--- src/rtl/multicycle_sequencer.sv ---
// rtl/multicycle_sequencer.sv - multicycle RV64I control sequencer
//
// Purpose: drives the per-cycle enables and mux selects of a multicycle
// RV64I datapath. The datapath has one shared ALU and one unified
// instruction/data memory port. Memory cycles wait on mem_ready.
// An unsupported opcode or branch funct3 parks the FSM in TRAP until reset.
//
// Ports:
//   clk, reset                       clock, synchronous active-high reset
//   opcode, funct3                   instruction fields from the IR
//   zero, lt, ltu                    ALU comparison flags
//   mem_ready                        memory handshake completion
//   mem_req, mem_write, adr_src      memory request / direction / address mux
//   ir_write, pc_write, reg_write    register enables
//   alu_src_a, alu_src_b, alu_op     ALU operand muxes and operation class
//   result_src, imm_src              writeback mux, immediate format
//   illegal                          sticky trap flag
//   state_dbg                        current state encoding
//   instret                          retired-instruction count
//
// Optional feature: define PERF_COUNTER_EN to build the 64-bit instret counter.
// Without it, instret is tied to 0.

module multicycle_sequencer #(
  parameter logic [3:0] RESET_STATE = 4'd0
) (
  input  logic        clk,
  input  logic        reset,
  input  logic [6:0]  opcode,
  input  logic [2:0]  funct3,
  input  logic        zero,
  input  logic        lt,
  input  logic        ltu,
  input  logic        mem_ready,
  output logic        mem_req,
  output logic        mem_write,
  output logic        adr_src,
  output logic        ir_write,
  output logic        pc_write,
  output logic        reg_write,
  output logic [1:0]  alu_src_a,
  output logic [1:0]  alu_src_b,
  output logic [1:0]  alu_op,
  output logic [1:0]  result_src,
  output logic [2:0]  imm_src,
  output logic        illegal,
  output logic [3:0]  state_dbg,
  output logic [63:0] instret
);

  typedef enum logic [3:0] {
    S_FETCH    = 4'd0,
    S_DECODE   = 4'd1,
    S_MEMADR   = 4'd2,
    S_MEMREAD  = 4'd3,
    S_MEMWB    = 4'd4,
    S_MEMWRITE = 4'd5,
    S_EXECR    = 4'd6,
    S_EXECI    = 4'd7,
    S_ALUWB    = 4'd8,
    S_BRANCH   = 4'd9,
    S_JALRADR  = 4'd10,
    S_JAL      = 4'd11,
    S_LUI      = 4'd12,
    S_AUIPC    = 4'd13,
    S_TRAP     = 4'd14
  } state_t;

  localparam logic [6:0] OP_LOAD   = 7'b0000011;
  localparam logic [6:0] OP_STORE  = 7'b0100011;
  localparam logic [6:0] OP_R      = 7'b0110011;
  localparam logic [6:0] OP_RW     = 7'b0111011;
  localparam logic [6:0] OP_I      = 7'b0010011;
  localparam logic [6:0] OP_IW     = 7'b0011011;
  localparam logic [6:0] OP_BRANCH = 7'b1100011;
  localparam logic [6:0] OP_JAL    = 7'b1101111;
  localparam logic [6:0] OP_JALR   = 7'b1100111;
  localparam logic [6:0] OP_LUI    = 7'b0110111;
  localparam logic [6:0] OP_AUIPC  = 7'b0010111;

  state_t state_q, state_d;
  logic   taken;

  always_ff @(posedge clk) begin
    if (reset) state_q <= state_t'(RESET_STATE);
    else       state_q <= state_d;
  end

  always_comb begin
    unique case (funct3)
      3'b000:  taken = zero;
      3'b001:  taken = !zero;
      3'b100:  taken = lt;
      3'b101:  taken = !lt;
      3'b110:  taken = ltu;
      3'b111:  taken = !ltu;
      default: taken = 1'b0;
    endcase
  end

  always_comb begin
    state_d    = state_q;
    mem_req    = 1'b0;
    mem_write  = 1'b0;
    adr_src    = 1'b0;
    ir_write   = 1'b0;
    pc_write   = 1'b0;
    reg_write  = 1'b0;
    alu_src_a  = 2'b00;
    alu_src_b  = 2'b00;
    alu_op     = 2'b00;
    result_src = 2'b00;
    illegal    = 1'b0;
    state_dbg  = state_q;

    // Immediate format depends only on the opcode, independent of state.
    case (opcode)
      OP_STORE:         imm_src = 3'b001;
      OP_BRANCH:        imm_src = 3'b010;
      OP_JAL:           imm_src = 3'b011;
      OP_AUIPC, OP_LUI: imm_src = 3'b100;
      default:          imm_src = 3'b000;
    endcase

    unique case (state_q)
      S_FETCH: begin
        mem_req = 1'b1;
        // PC+4 is computed and committed in the same cycle the fetch lands.
        if (mem_ready) begin
          ir_write   = 1'b1;
          alu_src_b  = 2'b10;
          result_src = 2'b10;
          pc_write   = 1'b1;
          state_d    = S_DECODE;
        end
      end
      S_DECODE: begin
        // Speculative branch/jump target: ALUOut <- OldPC + imm.
        alu_src_a = 2'b01;
        alu_src_b = 2'b01;
        case (opcode)
          OP_LOAD, OP_STORE: state_d = S_MEMADR;
          OP_R, OP_RW:       state_d = S_EXECR;
          OP_I, OP_IW:       state_d = S_EXECI;
          OP_BRANCH:         state_d = S_BRANCH;
          OP_JAL:            state_d = S_JAL;
          OP_JALR:           state_d = S_JALRADR;
          OP_LUI:            state_d = S_LUI;
          OP_AUIPC:          state_d = S_AUIPC;
          default:           state_d = S_TRAP;
        endcase
      end
      S_MEMADR: begin
        alu_src_a = 2'b10;
        alu_src_b = 2'b01;
        state_d   = (opcode == OP_LOAD) ? S_MEMREAD : S_MEMWRITE;
      end
      S_MEMREAD: begin
        mem_req = 1'b1;
        adr_src = 1'b1;
        if (mem_ready) state_d = S_MEMWB;
      end
      S_MEMWB: begin
        result_src = 2'b01;
        reg_write  = 1'b1;
        state_d    = S_FETCH;
      end
      S_MEMWRITE: begin
        mem_req   = 1'b1;
        mem_write = 1'b1;
        adr_src   = 1'b1;
        if (mem_ready) state_d = S_FETCH;
      end
      S_EXECR: begin
        alu_src_a = 2'b10;
        alu_op    = 2'b10;
        state_d   = S_ALUWB;
      end
      S_EXECI: begin
        alu_src_a = 2'b10;
        alu_src_b = 2'b01;
        alu_op    = 2'b10;
        state_d   = S_ALUWB;
      end
      S_ALUWB: begin
        reg_write = 1'b1;
        state_d   = S_FETCH;
      end
      S_BRANCH: begin
        alu_src_a = 2'b10;
        alu_op    = 2'b01;
        pc_write  = taken;
        // funct3 010/011 are not branch encodings.
        state_d   = (funct3[2:1] == 2'b01) ? S_TRAP : S_FETCH;
      end
      S_JALRADR: begin
        alu_src_a = 2'b10;
        alu_src_b = 2'b01;
        state_d   = S_JAL;
      end
      S_JAL: begin
        // PC takes the target in ALUOut while the ALU forms OldPC+4 for the link.
        alu_src_a = 2'b01;
        alu_src_b = 2'b10;
        pc_write  = 1'b1;
        state_d   = S_ALUWB;
      end
      S_LUI: begin
        alu_src_a = 2'b11;
        alu_src_b = 2'b01;
        state_d   = S_ALUWB;
      end
      S_AUIPC: begin
        alu_src_a = 2'b01;
        alu_src_b = 2'b01;
        state_d   = S_ALUWB;
      end
      S_TRAP: begin
        illegal = 1'b1;
      end
      default: state_d = S_TRAP;
    endcase

    // Reset forces every output low, including mem_req mid-handshake.
    if (reset) begin
      mem_req    = 1'b0;
      mem_write  = 1'b0;
      adr_src    = 1'b0;
      ir_write   = 1'b0;
      pc_write   = 1'b0;
      reg_write  = 1'b0;
      alu_src_a  = 2'b00;
      alu_src_b  = 2'b00;
      alu_op     = 2'b00;
      result_src = 2'b00;
      imm_src    = 3'b000;
      illegal    = 1'b0;
      state_dbg  = 4'd0;
    end
  end

`ifdef PERF_COUNTER_EN
  logic [63:0] instret_q, instret_d;
  logic        retire;

  always_comb begin
    retire    = (state_d == S_FETCH) &&
                ((state_q == S_MEMWB) || (state_q == S_MEMWRITE) ||
                 (state_q == S_ALUWB) || (state_q == S_BRANCH));
    instret_d = instret_q + {63'd0, retire};
  end

  always_ff @(posedge clk) begin
    if (reset) instret_q <= 64'd0;
    else       instret_q <= instret_d;
  end

  assign instret = reset ? 64'd0 : instret_q;
`else
  assign instret = 64'd0;
`endif

endmodule
--- config.mk ---
export PLATFORM = sky130hd
export DESIGN_NAME = multicycle_sequencer
export DESIGN_NICKNAME = d
export VERILOG_FILES = /design/src/rtl/multicycle_sequencer.sv
export SDC_FILE = /design/constraint.sdc
export NUM_CORES = 1
export LEC_CHECK = 0
export BUFFER_PORTS_ARGS = -buffer_cell sky130_fd_sc_hd__buf_2
export CAP_MARGIN = 30
export CORE_UTILIZATION = 35
export CTS_BUF_LIST = sky130_fd_sc_hd__clkbuf_16
export DETAILED_ROUTE_END_ITERATION = 8
export GPL_TIMING_DRIVEN = 0
export PLACE_DENSITY = 0.72
export SLEW_MARGIN = 20
export SYNTH_ARGS = -nofsm -noshare
export SYNTH_HDL_FRONTEND = slang
export SYNTH_SLANG_ARGS = --single-unit
--- constraint.sdc ---
create_clock -name clk -period 1.9 [get_ports clk]
set_input_delay 0.095 -clock clk [delete_from_list [all_inputs] [get_ports clk]]
set_output_delay 0.095 -clock clk [all_outputs]
set_load 0.05 [all_outputs]
==> metrics.md, run 1 <==
| Metric | Value |
|---|---|
| Final Max Slew Viols | 0 |
| Inserted Clock Buffers | 3 |
| Top_reg_cell synth | dfxtp_1 |
| Worst slew pin tran | slightly below 0.6 ns |
| Worst path slowest cell | dfxtp_1 |
| Fmax | approximately 550 MHz |
| Met3 routed WL | 299 µm |
| Gr ovfl total | 0 |
| Initial drt markers | 60 |
| Minimum clock period | 1.835 ns |
| Pwr Total | 2.345 mW |
| Hold Crit Class | in -> reg |
| FF+latch count, synth | 4 |
| Syn_area_per_cell | 7.092 µm² |
| Relative slew slack | 0.6131 |
| Ys async rst share | 0 |
| Post-route clock skew | 0.002511 ns |
| Crit end category | output port |
| Fin. Hold Viols | 0 |
| Post-route cell area | 1968 µm² |
| Max Used Layer | met3 |
| Worst Path Max Fanout | 10 |
| Most flops, register | state_q |
| GR Util All Layers | 0.1581 |
| Rows | 22 |
| Most common cell after layout, fill and taps aside | buf_4 |
| Vias per cell | 4.291 |
| Peak supply drop | 0.0007957 V |
| Yosys synthesis warning count | 0 |
| Routed wl met2 | 1664 µm |
| IO Port Bufs | 34 |
| Post-route DRC | 0 |
| Initial core utilization | 0.3653 |
| Critical Path Max Stage Delay | 0.43 ns |
| Fillers | 388 |
| # diodes | 0 |
| Vert. Die Dim | 64.05 µm |
| CTS Root Buffer Type | clkbuf_16 |
| Unrepaired setup endpoints after global routing | false |
| Status | finished, final reports clean |
| Post-DP Area | 1873 µm² |
| H-tree Lvls | 1 |
| Netlist cell types | 54 |
| First-pass GRT wire length | around 5300 µm |
| Initial antenna violation count | 0 |
| DR WL/cell | about 9.6 µm |
| Skew-Pair Late Insertion Delay | 0.23 ns |
| Number of flops mapped to enable cells by yosys | 0 |
| Crit start category | register |
| Max reg flops | 4 |
| Syn-to-layout area delta | 46.05% |
| Share of layout cells above drive strength 1 | 0.4498 |
| Core area | between 3000 and 4000 µm² |
| Static Leak | 1.062 nW |
| CTS max path bufs | 2 |
| Synthesized area | 1348 µm² |
| Synth Instances | 190 |
| CTS Hold Buffers Added | 0 |
| Setup TNS | 0 ns |
| Area of the multi-input gates | 997.2 µm² |
| Clock Pin Slew Worst Setup and Hold Paths | roughly 0.030 ns |
| Initial DRT Pass Iterations | 4 |
| Die area | 4102 µm² |
| Worst EP required | ~1.8 ns |
| TritonCTS clock tree | yes |
| Die Span X | 64.05 µm |
| M1 wire length | between 1000 and 1500 µm |
| Max-Cap Viols | 0 |
| FF+latch area | approximately 80 µm² |
| Cell Chain, Critical Path | buf_4, mux2_2, a211oi_1, buf_2 |
| I/O pins | 102 |
| Power per Cell Area | 1192 nW/µm² |
| Post-layout util | 0.5336 |
| Sequential share of the synthesized area | 0.05942 |
| Largest regs | state_q x4 |
| Antenna viol nets, final | 0 |
| Final nets | between 300 and 400 |
| Largest net degree at the start of global routing | 11 |
| Critical path class | reg -> out |
| Arr. time, crit path | 1.74 ns |
| Via count | 1,446 |
| Period Utilization, post-route | 0.9655 |
| Endpoints failing setup | 0 |
| Most frequent cells in the layout | buf_4 (71), conb_1 (64), buf_2 (34) |
| Clk sinks | 4 |
| Final WL | about 3200 µm |
| Routability cong. | about 0.9 |
| Hpwl dp | 2560 µm |
| Vias in the first global route | about 1,200 |
-- metal layers --
layer | vias up | track usage
li1 | 744 | -
met3 | 0 | 0.04821
met1 | 638 | 0.1906
met5 | - | 0
met4 | 0 | 0.01705
met2 | 64 | 0.2806
-- through the flow --
stage	instances	hold WS (ns)	setup slack (ns)
after floorplan	253	0.2704	-0.4502
after global placement	335	0.4306	0.1211
final	337	0.1930	0.06550
after global routing	337	0.2058	0.003048
after detailed placement	335	0.4272	0.1359
after CTS	338	0.1917	0.003317
-- layout make-up --
class / instances / share of cell area
plain buffers: 77 / 0.2867
multi-input cells: 168 / 0.5067
inverters: 3 / 0.005722
flip-flops and latches: 4 / 0.04069
clock buffers: 3 / 0.03814
repair buffers: 34 / 0.09154
well taps: 48 / 0.03051
-- cell families after synthesis --
logic type	after synthesis	synth area share
compound gates	34	0.1885
xor+xnor	5	0.03250
buf+inv	81	0.4197
flops	4	0.05943
mux	3	0.02321
other cells	1	0.002783
simple gates	62	0.2739
-- synthesized netlist by cell type (3+ instances only) --
cell type  count  area (µm²)
nor2_1         7       26.28
xor2_1         3       26.28
buf_4         65       488.0
nand2b_1       5       31.28
nor4_1         7       43.79
o21ai_1        3       15.01
dfxtp_1        4       80.08
a211oi_1       3       22.52
a21oi_1        7       35.03
buf_2          8       40.04
nand2_1       10       37.54
nand3b_1       4       30.03
or3_1          3       18.77
clkbuf_1       3       11.26
nor3_1         7       35.03
nand3_1        5       25.02
-- worst paths after layout --
path                                 start  cells after the start           end  slack (ns)
worst min register to register  state_q[2]                      3    state_q[3]        0.73
worst max-delay path            state_q[2]                      4  alu_src_a[1]        0.07
worst min-delay path                 reset                      3    state_q[0]        0.19
worst max register to register  state_q[3]                      5    state_q[1]        0.32
-- worst max-delay path, delay by kind of cell, from the launching register on --
family	cells	cell delay, ns
AOI/OAI and AO/OA	1	0.22
buffers and inverters	2	0.52
DFF	1	0.43
muxes	1	0.34
-- what timing repair did --
action                                  CTS  global route
gates resized for setup                   5             8
setup buffers                             0             0
endpoints found under the setup margin    4             6
-- report_power, final --
part / switching, mW / internal [mW]
clock network: 0.0660 / 0.270
registers: 0.0333 / 0.122
logic: 1.27 / 0.579
(Power assumes the default switching activity.)
==> inputs of run 2 (changes only) <==
GPL_TIMING_DRIVEN = not set   (was 0)
SETUP_SLACK_MARGIN = 0.5   (was not set)
==> run 2 against run 1 <==
Compared with the run above: die area unchanged; utilization increased by 1.4 points; setup slack improved by 0.24 ns; flip-flop and latch count unchanged; maximum frequency grew 15%; register-to-register slack better by 0.05 ns; combinational power rose by 41%; global-route usage increased by 0.49 points; final cell count down 15%; sequential power rose by 75%; sequential share of layout area rose by 0.64 points; cell area is 2.6% higher; critical endpoint is now pc_write; largest power group unchanged; highest routed layer is now met4.
==> metrics.md, run 2 (synthesized netlist as in run 1, its figures left out) <==
| Metric | Value |
|---|---|
| Initial antenna violation count | 0 (unchanged) |
| Worst EP required | 1.80 ns (about the same) |
| Worst Path Max Fanout | 7 (was 10) |
| Final Max Slew Viols | 0 (unchanged) |
| Most common cell after layout, fill and taps aside | conb_1 (was buf_4) |
| Critical path class | reg -> out (unchanged) |
| Routability cong. | 0.8762 (was 0.8814) |
| Core area | 3689 µm² (unchanged) |
| Most flops, register | state_q (unchanged) |
| Non-filler cells, final | 287 (was 337) |
| Peak supply drop | 0.0008344 V (was 0.0007957 V) |
| Endpoints failing setup | 0 (unchanged) |
| Via count | 1,356 (was 1,446) |
| # diodes | 0 (unchanged) |
| Post-route clock skew | 0.0009394 ns (was 0.002511 ns) |
| Final WL | 3682 µm (was 3227 µm) |
| Post-route DRC | 0 (unchanged) |
| Power per Cell Area | 1597 nW/µm² (was 1192 nW/µm²) |
| Vias in the first global route | 1,133 (was 1,172) |
| CTS Hold Buffers Added | 0 (unchanged) |
| Initial drt markers | 31 (was 60) |
| Period Utilization, post-route | 0.8380 (was 0.9655) |
| Largest net degree at the start of global routing | 20 (was 11) |
| Placed Cells incl. Taps | 268 (was 335) |
| GR Layer Usage met3 | 0.03214 (was 0.04821) |
| Max-Cap Viols | 0 (unchanged) |
| Crit end category | output port (unchanged) |
| Hold Crit Class | in -> reg (unchanged) |
| WHS | 0.1516 ns (was 0.1930 ns) |
| Die Span X | 64.05 µm (unchanged) |
| Unrepaired setup endpoints after global routing | true (was false) |
| Relative slew slack | 0.5830 (was 0.6131) |
| Largest regs | state_q x4 (unchanged) |
| Final nets | 257 (was 307) |
| Syn-to-layout area delta | 49.86% (was 46.05%) |
| Worst slew pin tran | 0.6254 ns (was 0.5804 ns) |
| Crit start category | register (unchanged) |
| Met1 Track Usage GR | 0.1951 (was 0.1906) |
| Minimum clock period | 1.592 ns (was 1.835 ns) |
| Initial core utilization | 0.3653 (unchanged) |
| Inserted Clock Buffers | 3 (unchanged) |
| DR WL/cell | 12.83 µm (was 9.576 µm) |
| Vias per cell | 4.725 (was 4.291) |
| Die area | 4102 µm² (unchanged) |
| Antenna viol nets, final | 0 (unchanged) |
| Met2 usage | 0.2886 (was 0.2806) |
| Status | finished, final reports clean (unchanged) |
| TritonCTS clock tree | yes (unchanged) |
| CTS max path bufs | 2 (unchanged) |
| Share of layout cells above drive strength 1 | 0.4519 (was 0.4498) |
| Fin. Hold Viols | 0 (unchanged) |
| Initial DRT Pass Iterations | 5 (was 4) |
| Min setup slack post-route | 0.3077 ns (was 0.06550 ns) |
| Gr ovfl total | 0 (unchanged) |
| Vert. Die Dim | 64.05 µm (unchanged) |
| Clock Pin Slew Worst Setup and Hold Paths | 0.03 ns (about the same) |
| GR Util All Layers | 0.1630 (was 0.1581) |
| Grt peak-use layer | met2 (unchanged) |
| I/O pins | 102 (unchanged) |
| Static Leak | 0.8804 nW (was 1.062 nW) |
| IO Port Bufs | 37 (was 34) |
| Arr. time, crit path | 1.50 ns (was 1.74 ns) |
| Skew-Pair Late Insertion Delay | 0.23 ns (about the same) |
| Pre-CTS WS | 0.3046 ns (was 0.1359 ns) |
| H-tree Lvls | 1 (unchanged) |
| Rows | 22 (unchanged) |
| Setup TNS | 0 ns (unchanged) |
| First-pass GRT wire length | 5237 µm (was 5264 µm) |
| Hpwl dp | 2207 µm (was 2560 µm) |
| Fmax | 628.0 MHz (was 545.1 MHz) |
| CTS Root Buffer Type | clkbuf_16 (unchanged) |
| Most frequent cells in the layout | conb_1 (64), buf_2 (21), buf_6 (18) (was buf_4 (71), conb_1 (64), buf_2 (34)) |
| Max reg flops | 4 (unchanged) |
| Clk sinks | 4 (unchanged) |
run 2: changes by cell type in the layout (fill, tap and decap cells not counted), sizes merged:
cell,change
clkbuf,-4
buf,-47
bufbuf,+1
run 2: worst max-delay path: stages (launching register included):
cell and delay (ns):
dfxtp_4 0.38, buf_6 0.14, nor2_4 0.17, nand3_4 0.11, a211oi_4 0.27, buf_6 0.19
run 2: metrics by stage:
step / utilization / total power [mW] / instance area (µm²)
after detailed placement: 0.4172 / 2.103 / 1539
after CTS: 0.5142 / 2.953 / 1897
after global placement: 0.4172 / 2.098 / 1539
after global routing: 0.5475 / 3.369 / 2019
final: 0.5475 / 3.225 / 2019
after floorplan: - / 2.039 / 1854
run 2: cell type report:
cell class                 count  area (µm²)
timing repair buffer          61       535.5
sequential                     4       95.09
tap                           48       60.06
multi-input combinational    168        1235
inverter                       3       18.77
fill                         346        1669
clock buffer                   3       75.07
run 2: worst paths after layout:
| check | startpoint | endpoint | slack [ns] | cells past startpoint |
|---|---|---|---|---|
| worst max-delay path | state_q[3] | pc_write | 0.31 | 5 |
| worst min-delay path | opcode[1] | state_q[0] | 0.15 | 3 |
| worst max register to register | state_q[0] | state_q[1] | 0.37 | 5 |
| worst min register to register | state_q[2] | state_q[0] | 0.65 | 2 |
run 2: power by group:
| group | switching (mW) | internal (mW) |
|---|---|---|
| clock | 0.0718 | 0.270 |
| sequential | 0.125 | 0.146 |
| combinational | 1.54 | 1.07 |
| total | 1.74 | 1.49 |
run 2: per-layer routing:
layer	vias up	wire length (µm)
met5	-	0
met4	0	32
met3	3	243
met2	66	1934
met1	644	1472
li1	643	-
run 2: timing repair:
item	CTS	global route
setup buffers	12	3
resized for setup	49	19
pin swaps	4	6
endpoints found under the setup margin	21	20
gates cloned	1	0
